[config.mk]
export PLATFORM = sky130hd
export DESIGN_NAME = uart_tx_cfg
export DESIGN_NICKNAME = d
export VERILOG_FILES = /design/src/rtl/uart_pkg.sv /design/src/rtl/uart_tx_cfg_fifo.sv /design/src/rtl/uart_tx_cfg.sv
export SDC_FILE = /design/constraint.sdc
export NUM_CORES = 1
export LEC_CHECK = 0
export CAP_MARGIN = 20
export CORE_ASPECT_RATIO = 0.8
export CORE_MARGIN = 2
export CORE_UTILIZATION = 35
export CTS_BUF_LIST = sky130_fd_sc_hd__clkbuf_16
export DETAILED_ROUTE_END_ITERATION = 8
export GPL_ROUTABILITY_DRIVEN = 0
export PLACE_DENSITY_LB_ADDON = 0.25
export SLEW_MARGIN = 30
export SYNTH_ARGS = -nofsm -noshare
export SYNTH_HDL_FRONTEND = slang
export SYNTH_SLANG_ARGS = --single-unit
[constraint.sdc]
create_clock -name clk -period 5.9 [get_ports clk]
set_input_delay 0.59 -clock clk [delete_from_list [all_inputs] [get_ports clk]]
set_output_delay 0.59 -clock clk [all_outputs]
set_load 0.01 [all_outputs]
[src/rtl/uart_pkg.sv]
// uart_pkg: shared types and helpers for the configurable UART.
// Used by the transmitter now and the receiver later.
package uart_pkg;

    typedef enum logic [2:0] {
        IDLE,
        START,
        DATA,
        PARITY,
        STOP
    } state_e;

    localparam logic [1:0] PAR_NONE = 2'b00;
    localparam logic [1:0] PAR_EVEN = 2'b01;
    localparam logic [1:0] PAR_ODD  = 2'b10;

    localparam int MIN_DIV = 3;

    function automatic logic [3:0] bits_from_cfg(input logic [1:0] cfg);
        return 4'd5 + {2'b00, cfg};
    endfunction

    function automatic logic [7:0] word_mask(input logic [1:0] cfg);
        return 8'hFF >> (2'd3 - cfg);
    endfunction

endpackage

[src/rtl/uart_tx_cfg_fifo.sv]
// sync_fifo: single-clock FIFO, head word visible on rd_data_o.
// Pointers carry an extra wrap bit to tell full from empty.
module sync_fifo #(
    parameter int DEPTH = 16,
    parameter int WIDTH = 8
) (
    input  logic                     clk,
    input  logic                     rst_n,
    input  logic                     wr_en_i,
    input  logic [WIDTH-1:0]         wr_data_i,
    input  logic                     rd_en_i,
    output logic [WIDTH-1:0]         rd_data_o,
    output logic                     full_o,
    output logic                     empty_o,
    output logic [$clog2(DEPTH):0]   level_o
);

    localparam int AW = $clog2(DEPTH);

    logic [AW:0]      wptr_q, wptr_d;
    logic [AW:0]      rptr_q, rptr_d;
    logic [WIDTH-1:0] mem_q [DEPTH];
    logic             wr, rd;

    assign full_o  = (wptr_q[AW] != rptr_q[AW]) &&
                     (wptr_q[AW-1:0] == rptr_q[AW-1:0]);
    assign empty_o = (wptr_q == rptr_q);
    assign level_o = wptr_q - rptr_q;
    assign rd_data_o = mem_q[rptr_q[AW-1:0]];

    assign wr = wr_en_i && !full_o;
    assign rd = rd_en_i && !empty_o;

    always_comb begin
        wptr_d = wptr_q + {{AW{1'b0}}, wr};
        rptr_d = rptr_q + {{AW{1'b0}}, rd};
    end

    always_ff @(posedge clk or negedge rst_n) begin
        if (!rst_n) begin
            wptr_q <= '0;
            rptr_q <= '0;
        end else begin
            wptr_q <= wptr_d;
            rptr_q <= rptr_d;
        end
    end

    always_ff @(posedge clk) begin
        if (wr) mem_q[wptr_q[AW-1:0]] <= wr_data_i;
    end

endmodule

[src/rtl/uart_tx_cfg.sv]
// uart_tx_cfg: UART transmitter with input FIFO and runtime framing.
// Frame settings are latched when a byte leaves the FIFO.
module uart_tx_cfg #(
    parameter int CLOCK_FREQ = 50000000,
    parameter int BAUD       = 115200,
    parameter int DIV_W      = 16,
    parameter int FIFO_DEPTH = 16
) (
    input  logic                          clk,
    input  logic                          rst_n,
    input  logic                          s_valid,
    output logic                          s_ready,
    input  logic [7:0]                    s_data,
    input  logic [DIV_W-1:0]              cfg_div,
    input  logic [1:0]                    cfg_bits,
    input  logic [1:0]                    cfg_parity,
    input  logic                          cfg_stop2,
    output logic                          tx,
    output logic                          busy,
    output logic [$clog2(FIFO_DEPTH):0]   fifo_level
);

    import uart_pkg::*;

    localparam logic [DIV_W-1:0] DEF_DIV = DIV_W'(CLOCK_FREQ / BAUD);
    localparam logic [DIV_W-1:0] ONE     = DIV_W'(1);
    localparam logic [DIV_W-1:0] MIN_D   = DIV_W'(MIN_DIV);

    state_e           state_q, state_d;
    logic [DIV_W-1:0] cnt_q, cnt_d, div_q, div_d, eff_div;
    logic [7:0]       sh_q, sh_d, f_data, word;
    logic [2:0]       bit_q, bit_d;
    logic             pen_q, pen_d, pbit_q, pbit_d;
    logic             s2_q, s2_d, stop_q, stop_d, tx_q, tx_d;
    logic             pop, f_full, f_empty, tick;
    logic             par_x, pen_c, pbit_c;

    sync_fifo #(
        .DEPTH (FIFO_DEPTH),
        .WIDTH (8)
    ) u_fifo (
        .clk       (clk),
        .rst_n     (rst_n),
        .wr_en_i   (s_valid),
        .wr_data_i (s_data),
        .rd_en_i   (pop),
        .rd_data_o (f_data),
        .full_o    (f_full),
        .empty_o   (f_empty),
        .level_o   (fifo_level)
    );

    assign s_ready = !f_full;
    assign tx      = tx_q;
    assign busy    = (state_q != IDLE) || (fifo_level != '0);
    assign tick    = (cnt_q == '0);

    always_comb begin
        if (cfg_div == '0)      eff_div = DEF_DIV;
        else if (cfg_div < MIN_D) eff_div = MIN_D;
        else                    eff_div = cfg_div;
    end

    always_comb begin
        word   = f_data & word_mask(cfg_bits);
        par_x  = ^word;
        pen_c  = 1'b0;
        pbit_c = 1'b0;
        unique case (cfg_parity)
            PAR_EVEN: begin pen_c = 1'b1; pbit_c = par_x;  end
            PAR_ODD:  begin pen_c = 1'b1; pbit_c = ~par_x; end
            PAR_NONE, 2'b11: pen_c = 1'b0;
        endcase
    end

    always_comb begin
        state_d = state_q;
        cnt_d   = cnt_q;
        div_d   = div_q;
        sh_d    = sh_q;
        bit_d   = bit_q;
        pen_d   = pen_q;
        pbit_d  = pbit_q;
        s2_d    = s2_q;
        stop_d  = stop_q;
        tx_d    = tx_q;
        pop     = 1'b0;
        if (state_q != IDLE) cnt_d = tick ? div_q - ONE : cnt_q - ONE;
        unique case (state_q)
            IDLE: pop = !f_empty;
            START: if (tick) begin
                state_d = DATA;
                tx_d    = sh_q[0];
                sh_d    = sh_q >> 1;
            end
            DATA: if (tick) begin
                if (bit_q != 3'd0) begin
                    tx_d  = sh_q[0];
                    sh_d  = sh_q >> 1;
                    bit_d = bit_q - 3'd1;
                end else if (pen_q) begin
                    state_d = PARITY;
                    tx_d    = pbit_q;
                end else begin
                    state_d = STOP;
                    tx_d    = 1'b1;
                    stop_d  = s2_q;
                end
            end
            PARITY: if (tick) begin
                state_d = STOP;
                tx_d    = 1'b1;
                stop_d  = s2_q;
            end
            STOP: if (tick) begin
                if (stop_q)        stop_d  = 1'b0;
                else if (!f_empty) pop     = 1'b1;
                else               state_d = IDLE;
            end
            default: state_d = IDLE;
        endcase
        // a pop always starts a new frame, from IDLE or the last stop bit
        if (pop) begin
            state_d = START;
            tx_d    = 1'b0;
            cnt_d   = eff_div - ONE;
            div_d   = eff_div;
            sh_d    = word;
            bit_d   = 3'(bits_from_cfg(cfg_bits) - 4'd1);
            pen_d   = pen_c;
            pbit_d  = pbit_c;
            s2_d    = cfg_stop2;
        end
    end

    always_ff @(posedge clk or negedge rst_n) begin
        if (!rst_n) begin
            state_q <= IDLE;
            cnt_q   <= '0;
            div_q   <= '0;
            sh_q    <= '0;
            bit_q   <= '0;
            pen_q   <= 1'b0;
            pbit_q  <= 1'b0;
            s2_q    <= 1'b0;
            stop_q  <= 1'b0;
            tx_q    <= 1'b1;
        end else begin
            state_q <= state_d;
            cnt_q   <= cnt_d;
            div_q   <= div_d;
            sh_q    <= sh_d;
            bit_q   <= bit_d;
            pen_q   <= pen_d;
            pbit_q  <= pbit_d;
            s2_q    <= s2_d;
            stop_q  <= stop_d;
            tx_q    <= tx_d;
        end
    end

endmodule
==> results of run 1 <==
registers in the layout, summed over array words and instances, names as in the netlist:
signal,flops
s2_q,1
bit_q,3
pbit_q,1
pen_q,1
sh_q,8
div_q,16
u_fifo.mem_q,128
u_fifo.wptr_q,5
tx,1
cnt_q,16
stop_q,1
u_fifo.rptr_q,5
state_q,3
power by group:
group / switching (mW) / internal, mW / total [mW]
combinational: 1.27 / 0.990 / 2.26
clock: 0.542 / 0.562 / 1.10
sequential: 0.224 / 1.71 / 1.94
total: 2.03 / 3.26 / 5.30
through the flow:
| step | instances | area [um2] | total power [mW] | hold slack, ns | setup slack (ns) |
|---|---|---|---|---|---|
| 6_report | 1021 | 9960 | 5.30 | 0.318 | 1.67 |
| 5_1_grt | 1021 | 9960 | 5.63 | 0.388 | 1.28 |
| 4_1_cts | 1021 | 9950 | 5.32 | 0.351 | 1.69 |
| 3_5_place_dp | 989 | 9380 | 4.21 | 0.468 | 1.74 |
| 3_3_place_gp | 989 | 9380 | 4.17 | 0.462 | 1.83 |
| 2_1_floorplan | 655 | 8660 | 3.53 | 0.294 | 1.61 |
cell families (layout without fill, tap and decap cells):
group           Yosys count  after routing  synth area share
xor+xnor                 27             27            0.0289
fa+ha+maj                14             14            0.0211
compound gates          112            112            0.0828
mux                      53             53             0.109
simple gates            211            211             0.114
buf+inv                  49             97            0.0234
flops                   189            189             0.620
layout by cell type, fill, tap and decap left out, types with 3 or more instances in the layout:
master and instances:
a21o_1 6, a21oi_1 42, a22oi_1 5, a31oi_1 3, and2_1 3, buf_4 8, clkbuf_16 17, clkdlybuf4s50_1 38
dfrtp_1 59, edfxtp_1 128, ha_1 13, inv_1 18, inv_6 5, inv_8 4, mux2i_1 19, mux4_2 32
nand2_1 73, nand2b_1 4, nand3_1 22, nand4_1 3, nor2_1 58, nor2b_1 4, nor3_1 14, nor3_2 4
nor4_1 4, nor4_2 5, o211ai_1 3, o21a_1 5, o21ai_0 28, or3_1 4, xnor2_1 16, xor2_1 10
layout make-up:
class                           instances  area share
Sequential cell                       189       0.539
Multi-Input combinational cell        417       0.312
Timing Repair Buffer                   47      0.0447
Clock buffer                           17      0.0427
Tap cell                              318      0.0399
Clock inverter                         15      0.0146
Inverter                               18     0.00678
per-layer routing:
metal | wire [um] | part of all wire | track usage | vias up
li1 | - | - | - | 2519
met1 | 9370 | 0.48 | 0.224 | 2738
met2 | 8860 | 0.45 | 0.233 | 148
met3 | 1050 | 0.053 | 0.0378 | 32
met4 | 433 | 0.022 | 0.0556 | 0
met5 | 0 | 0 | 0 | -
worst paths after layout:
| kind | startpoint | end | depth (start not counted) | slack (ns) |
|---|---|---|---|---|
| worst min-delay path | rst_n | s2_q | 2 | 0.32 |
| min in group clk | div_q[14] | div_q[14] | 2 | 0.49 |
| max in group asynchronous | rst_n | u_fifo.rptr_q[0] | 2 | 4.99 |
| worst min register to register | div_q[14] | div_q[14] | 2 | 0.49 |
| worst max register to register | u_fifo.rptr_q[3] | cnt_q[14] | 14 | 1.67 |
| worst max-delay path | u_fifo.rptr_q[3] | cnt_q[14] | 14 | 1.67 |
worst max-delay path: cells and delay by family (launching register included):
family	cells	cell delay, ns
compound gates	6	1.71
simple gates	4	0.81
fa+ha+maj	2	0.63
flops	1	0.58
buf+inv	1	0.18
xor+xnor	1	0.17
==> metrics.md, run 1 <==
| Metric | Value |
|---|---|
| Status | `completed` |
| Clock sink count | `between 150 and 200` |
| Starting Density | `0.356` |
| Mapped Area | `between 0.008 and 0.009 mm2` |
| Post-synth ARST share | `0.323` |
| Slew @ Worst Pin | `just under 1 ns` |
| # rows | `51` |
| Most frequent cell after synthesis | `edfxtp_1` |
| Number of port buffers | `39` |
| Startpoint types | `register` |
| Largest net degree at the start of global routing | `62` |
| Final hold violation count | `0` |
| Post-Synthesis Cells | `655` |
| Core area | `roughly 0.024 mm2` |
| Pwr dens | `532 mW/mm2` |
| Setup bufs post-CTS | `0` |
| Fill cell count | `2205` |
| Antenna diodes | `0` |
| Root Buffer | `clkbuf_16` |
| Crit path max-delay cell type | `o41a_4` |
| TritonCTS clock tree | `done` |
| # hold bufs at CTS | `0` |
| Worst setup EP type | `register` |
| LEAKAGE | `3.56 nW` |
| Clk_lat worst skew | `between 0.4 and 0.5 ns` |
| Register Area | `roughly 0.0054 mm2` |
| Worst Skew | `~0.012 ns` |
| Final nets | `approximately 740` |
| Fin. max-slew vios | `0` |
| HPWL after DPL | `13.3 mm` |
| Remaining DRCs | `0` |
| Min-delay worst type | `in2async` |
| Fin util | `0.410` |
| Post-synth EDFFs | `128` |
| WL per Instance | `between 15 and 20 um` |
| Die width | `between 150 and 200 um` |
| Antenna Violating Nets Remaining | `0` |
| CP peak stage delay | `0.68 ns` |
| Sequential area share after synthesis | `0.620` |
| Biggest area consumer among synthesized cells | `edfxtp_1` |
| Top cell type's share of synthesized area | `0.444` |
| Vias per cell | `5.33` |
| Remaining global-route overflow | `0` |
| Period minus WS final | `about 4.2 ns` |
| Average size of a mapped cell | `13.2 um2` |
| Critical path, cell by cell | `inv_1 > ha_1 > nand4_1 > nor2_1 > o41a_4 > nor3_1 > a21o_1 > ha_1 > o211ai_1 > nand3b_1 > a2111oi_4 > o211ai_1 > xnor2_1 > a21oi_1` |
| Peak Freq | `approximately 240 MHz` |
| CTS clk-pin slew, worst paths | `around 0.08 ns` |
| TritonCTS Buffers | `17` |
| Die area | `0.0260 mm2` |
| Share of cells above drive strength 1 | `0.132` |
| Req. time, crit path | `around 6.2 ns` |
| Via count | `between 5k and 6k` |
| 1st-iter DRT viols | `about 470` |
| Pre-antenna DRT Iters | `4` |
| GR Util All Layers | `0.156` |
| Worst VDD drop | `roughly 0.00025 V` |
| Synth cell count leaders | `edfxtp_1 (128), nand2_1 (74), dfrtp_1 (60), nor2_1 (60), a21oi_1 (42)` |
| IO Pins | `40` |
| Area contributors post-synth | `edfxtp_1 (44%), dfrtp_1 (17%), mux4_2 (8.3%)` |
| Setup-failing EPs final | `0` |
| Worst-path maximum fanout | `41` |
| Number of global-route vias before repair | `5258` |
| Max H-tree Level | `4` |
| Final period utilization | `0.717` |
| Post-synth cell types | `61` |
| Setup TNS | `0 ns` |
| CP Data Arrival Time | `4.52 ns` |
| Top FF cell, synth | `edfxtp_1` |
| Area growth, synth to finish | `15.0%` |
| CTS max path bufs | `2` |
| Die height | `145 um` |
| Resized Gates After CTS | `0` |
| Area occupied by multi-input gates | `around 0.0031 mm2` |
| Final WL | `between 15 and 20 mm` |
| Net count after synthesis | `around 700` |
| Worst slew margin | `0.356` |
| #FFs+latches synth | `between 150 and 200` |
| Antenna violations before repair | `0` |
| Synth warnings | `0` |
| RSZ-0062 raised after global routing | `false` |
| Max_cap viols | `0` |
| WS Path Type | `reg2reg` |
| First-pass GRT wire length | `30.6 mm` |
(Power assumes the default switching activity.)
==> inputs of run 2 (changes only) <==
clock period = 4.3 ns   (was 5.9 ns; I/O delays follow)
==> run 2 against run 1 <==
Net effect:
- worst hold slack gained 0.17 ns
- clock-buffer cell count unchanged
- final cell count rose by 0.49%
- critical path type unchanged
- largest power group unchanged
- highest routed layer unchanged
==> metrics.md, run 2 (synthesized netlist as in run 1, its figures left out) <==
| Metric | Value |
|---|---|
| Status | `completed` |
| Logic pwr share | `0.422` |
| Pre-antenna DRT Iters | `5` |
| Area growth, synth to finish | `15.7%` |
| Worst setup EP type | `register` |
| Largest register FFs | `around 130` |
| Number of global-route vias before repair | `about 5.6k` |
| Peak Freq | `between 200 and 250 MHz` |
| LEAKAGE | `3.60 nW` |
| Worst Skew | `0.0109 ns` |
| Placed Cells | `between 900 and 1k` |
| Worst setup margin | `about 0.25 ns` |
| Setup TNS | `0 ns` |
| Core area | `between 0.02 and 0.025 mm2` |
| CTS clk-pin slew, worst paths | `0.07 ns` |
| Die height | `around 140 um` |
| Max_cap viols | `0` |
| Setup-failing EPs final | `0` |
| Critical path, cell by cell | `nor4_2 > nand4_2 > o41a_4 > nor3_1 > a21o_1 > ha_1 > o211ai_1 > nand3b_1 > a2111oi_4 > nand3_1 > a22oi_1 > a21oi_1` |
| Final hold violation count | `0` |
| Worst VDD drop | `about 0.00031 V` |
| Setup bufs post-CTS | `0` |
| Hold_sp | `sh_q[6]` |
| WS Path Type | `reg2reg` |
| Reg2reg start | `cnt_q[1]` |
| Worst-path maximum fanout | `9` |
| HPWL after DPL | `roughly 13 mm` |
| Final period utilization | `0.941` |
| TritonCTS Buffers | `17` |
| Share of cells above drive strength 1 | `0.130` |
| Clk_lat worst skew | `~0.44 ns` |
| GR Util All Layers | `0.161` |
| Vias per cell | `approximately 5.3` |
| Pwr dens | `roughly 730 mW/mm2` |
| Fin util | `0.412` |
| Clock power share | `0.220` |
| Psw | `between 2 and 3 mW` |
| Min-delay worst type | `reg2reg` |
| Worst setup startpoint | `cnt_q[1]` |
| Largest net degree at the start of global routing | `between 40 and 50` |
| Antenna diodes | `0` |
| CTS max path bufs | `2` |
| Final WL | `between 15 and 20 mm` |
| Starting Density | `0.356` |
| Int Pwr | `4.60 mW` |
| Sw Share | `0.374` |
| Crit path max-delay cell type | `o41a_4` |
| Antenna violations before repair | `0` |
| Slew @ Worst Pin | `about 0.94 ns` |
| 1st-iter DRT viols | `around 500` |
| Final nets | `roughly 740` |
| TritonCTS clock tree | `done` |
| Most common cell after layout, fill and taps aside | `edfxtp_1` |
| Root Buffer | `clkbuf_16` |
| Remaining DRCs | `0` |
| Die area | `between 0.02 and 0.03 mm2` |
| Worst slew margin | `0.368` |
| Reg power frac | `0.359` |
| Startpoint types | `register` |
| First-pass GRT wire length | `approximately 32 mm` |
| Clock sink count | `between 150 and 200` |
| Period minus WS final | `~4.0 ns` |
| Req. time, crit path | `roughly 4.6 ns` |
| Finished Layout Cells | `1026` |
| Number of port buffers | `39` |
| Via count | `5442` |
| Remaining global-route overflow | `0` |
| IO Pins | `40` |
| CP Data Arrival Time | `4.33 ns` |
| Most frequent cells in the layout | `edfxtp_1 (128), nand2_1 (73), nor2_1 (60)` |
| CP peak stage delay | `just under 0.6 ns` |
| Antenna Violating Nets Remaining | `0` |
| Post-place setup slack | `0.369 ns` |
| WL per Instance | `around 19 um` |
| Total power | `between 7 and 8 mW` |
| Fin. max-slew vios | `0` |
| # rows | `51` |
| Die width | `around 180 um` |
| RSZ-0062 raised after global routing | `false` |
| Max H-tree Level | `4` |
## run 2: cell count changes in the layout (fill, tap and decap cells not counted), sizes merged
| cell | change |
|---|---|
| dlygate4sd3 | +1 |
| inv | -4 |
| clkinv | +2 |
| bufinv | +2 |
| clkinvlp | -1 |
| buf | +5 |
## run 2: worst paths after layout
| kind | depth (start not counted) | endpoint | slack, ns |
|---|---|---|---|
| setup reg to reg | 12 | cnt_q[12] | 0.25 |
| setup / recovery | 12 | cnt_q[12] | 0.25 |
| min in group asynchronous | 2 | state_q[1] | 0.50 |
| hold reg to reg | 2 | sh_q[6] | 0.49 |
| hold / removal | 2 | sh_q[6] | 0.49 |
| max in group asynchronous | 3 | cnt_q[9] | 2.85 |
## run 2: layer usage
| metal | part of all wire | global-route usage | up-vias |
|---|---|---|---|
| li1 | - | - | 2529 |
| met1 | 0.46 | 0.225 | 2730 |
| met2 | 0.47 | 0.252 | 157 |
| met3 | 0.058 | 0.0393 | 26 |
| met4 | 0.016 | 0.0496 | 0 |
| met5 | 0 | 0 | - |
## run 2: cell type report
class	count	area, um2
clock inverters	14	179
multi-input cells	417	3090
well taps	318	398
fillers	2219	14300
flip-flops and latches	189	5370
clock buffers	17	425
inverters	18	67.6
repair buffers	53	493
## run 2: power by group through the flow
stage	Combinational (mW)	Sequential, mW	Clock (mW)
2_1_floorplan	2.27	2.57	0
3_3_place_gp	3.08	2.65	0
3_5_place_dp	3.11	2.67	0
4_1_cts	3.13	2.63	1.64
5_1_grt	3.43	2.69	1.71
6_report	3.10	2.64	1.61
## run 2: through the flow
stage | hold slack [ns] | cell area, um2
2_1_floorplan | 0.134 | 8660
3_3_place_gp | 0.433 | 9410
3_5_place_dp | 0.435 | 9410
4_1_cts | 0.488 | 10000
5_1_grt | 0.509 | 10000
6_report | 0.488 | 10000
## run 2: repair_timing
item	CTS	global route
hold buffers	1	0
setup endpoints to repair	0	0
endpoints found under the hold margin	21	0
resized for setup	0	0
## run 2: critical path: cells and delay by family (launching register included)
family / cells / cell delay (ns)
adder cells (fa/ha/maj): 1 / 0.26
AO/OA/AOI/OAI: 6 / 1.68
AND/OR/NAND/NOR: 5 / 1.53
flip-flops: 1 / 0.43
==> inputs of run 3 (changes only) <==
--- a/config.mk
+++ b/config.mk
@@ -6,5 +6,4 @@
 export NUM_CORES = 1
 export LEC_CHECK = 0
-export CAP_MARGIN = 20
 export CORE_ASPECT_RATIO = 0.8
 export CORE_MARGIN = 2
==> constraint.sdc (replaced) <==
create_clock -name clk -period 4.3 [get_ports clk]
set_input_delay 0.43 -clock clk [delete_from_list [all_inputs] [get_ports clk]]
set_output_delay 0.43 -clock clk [all_outputs]
set_load 0.05 [all_outputs]
==> results of run 3 <==
The final DEF is identical to that of run 2. Status: completed.
Among the figures that moved: total power 7.35 mW -> 7.61 mW; worst IR drop on VDD 0.000312 V -> 0.000378 V
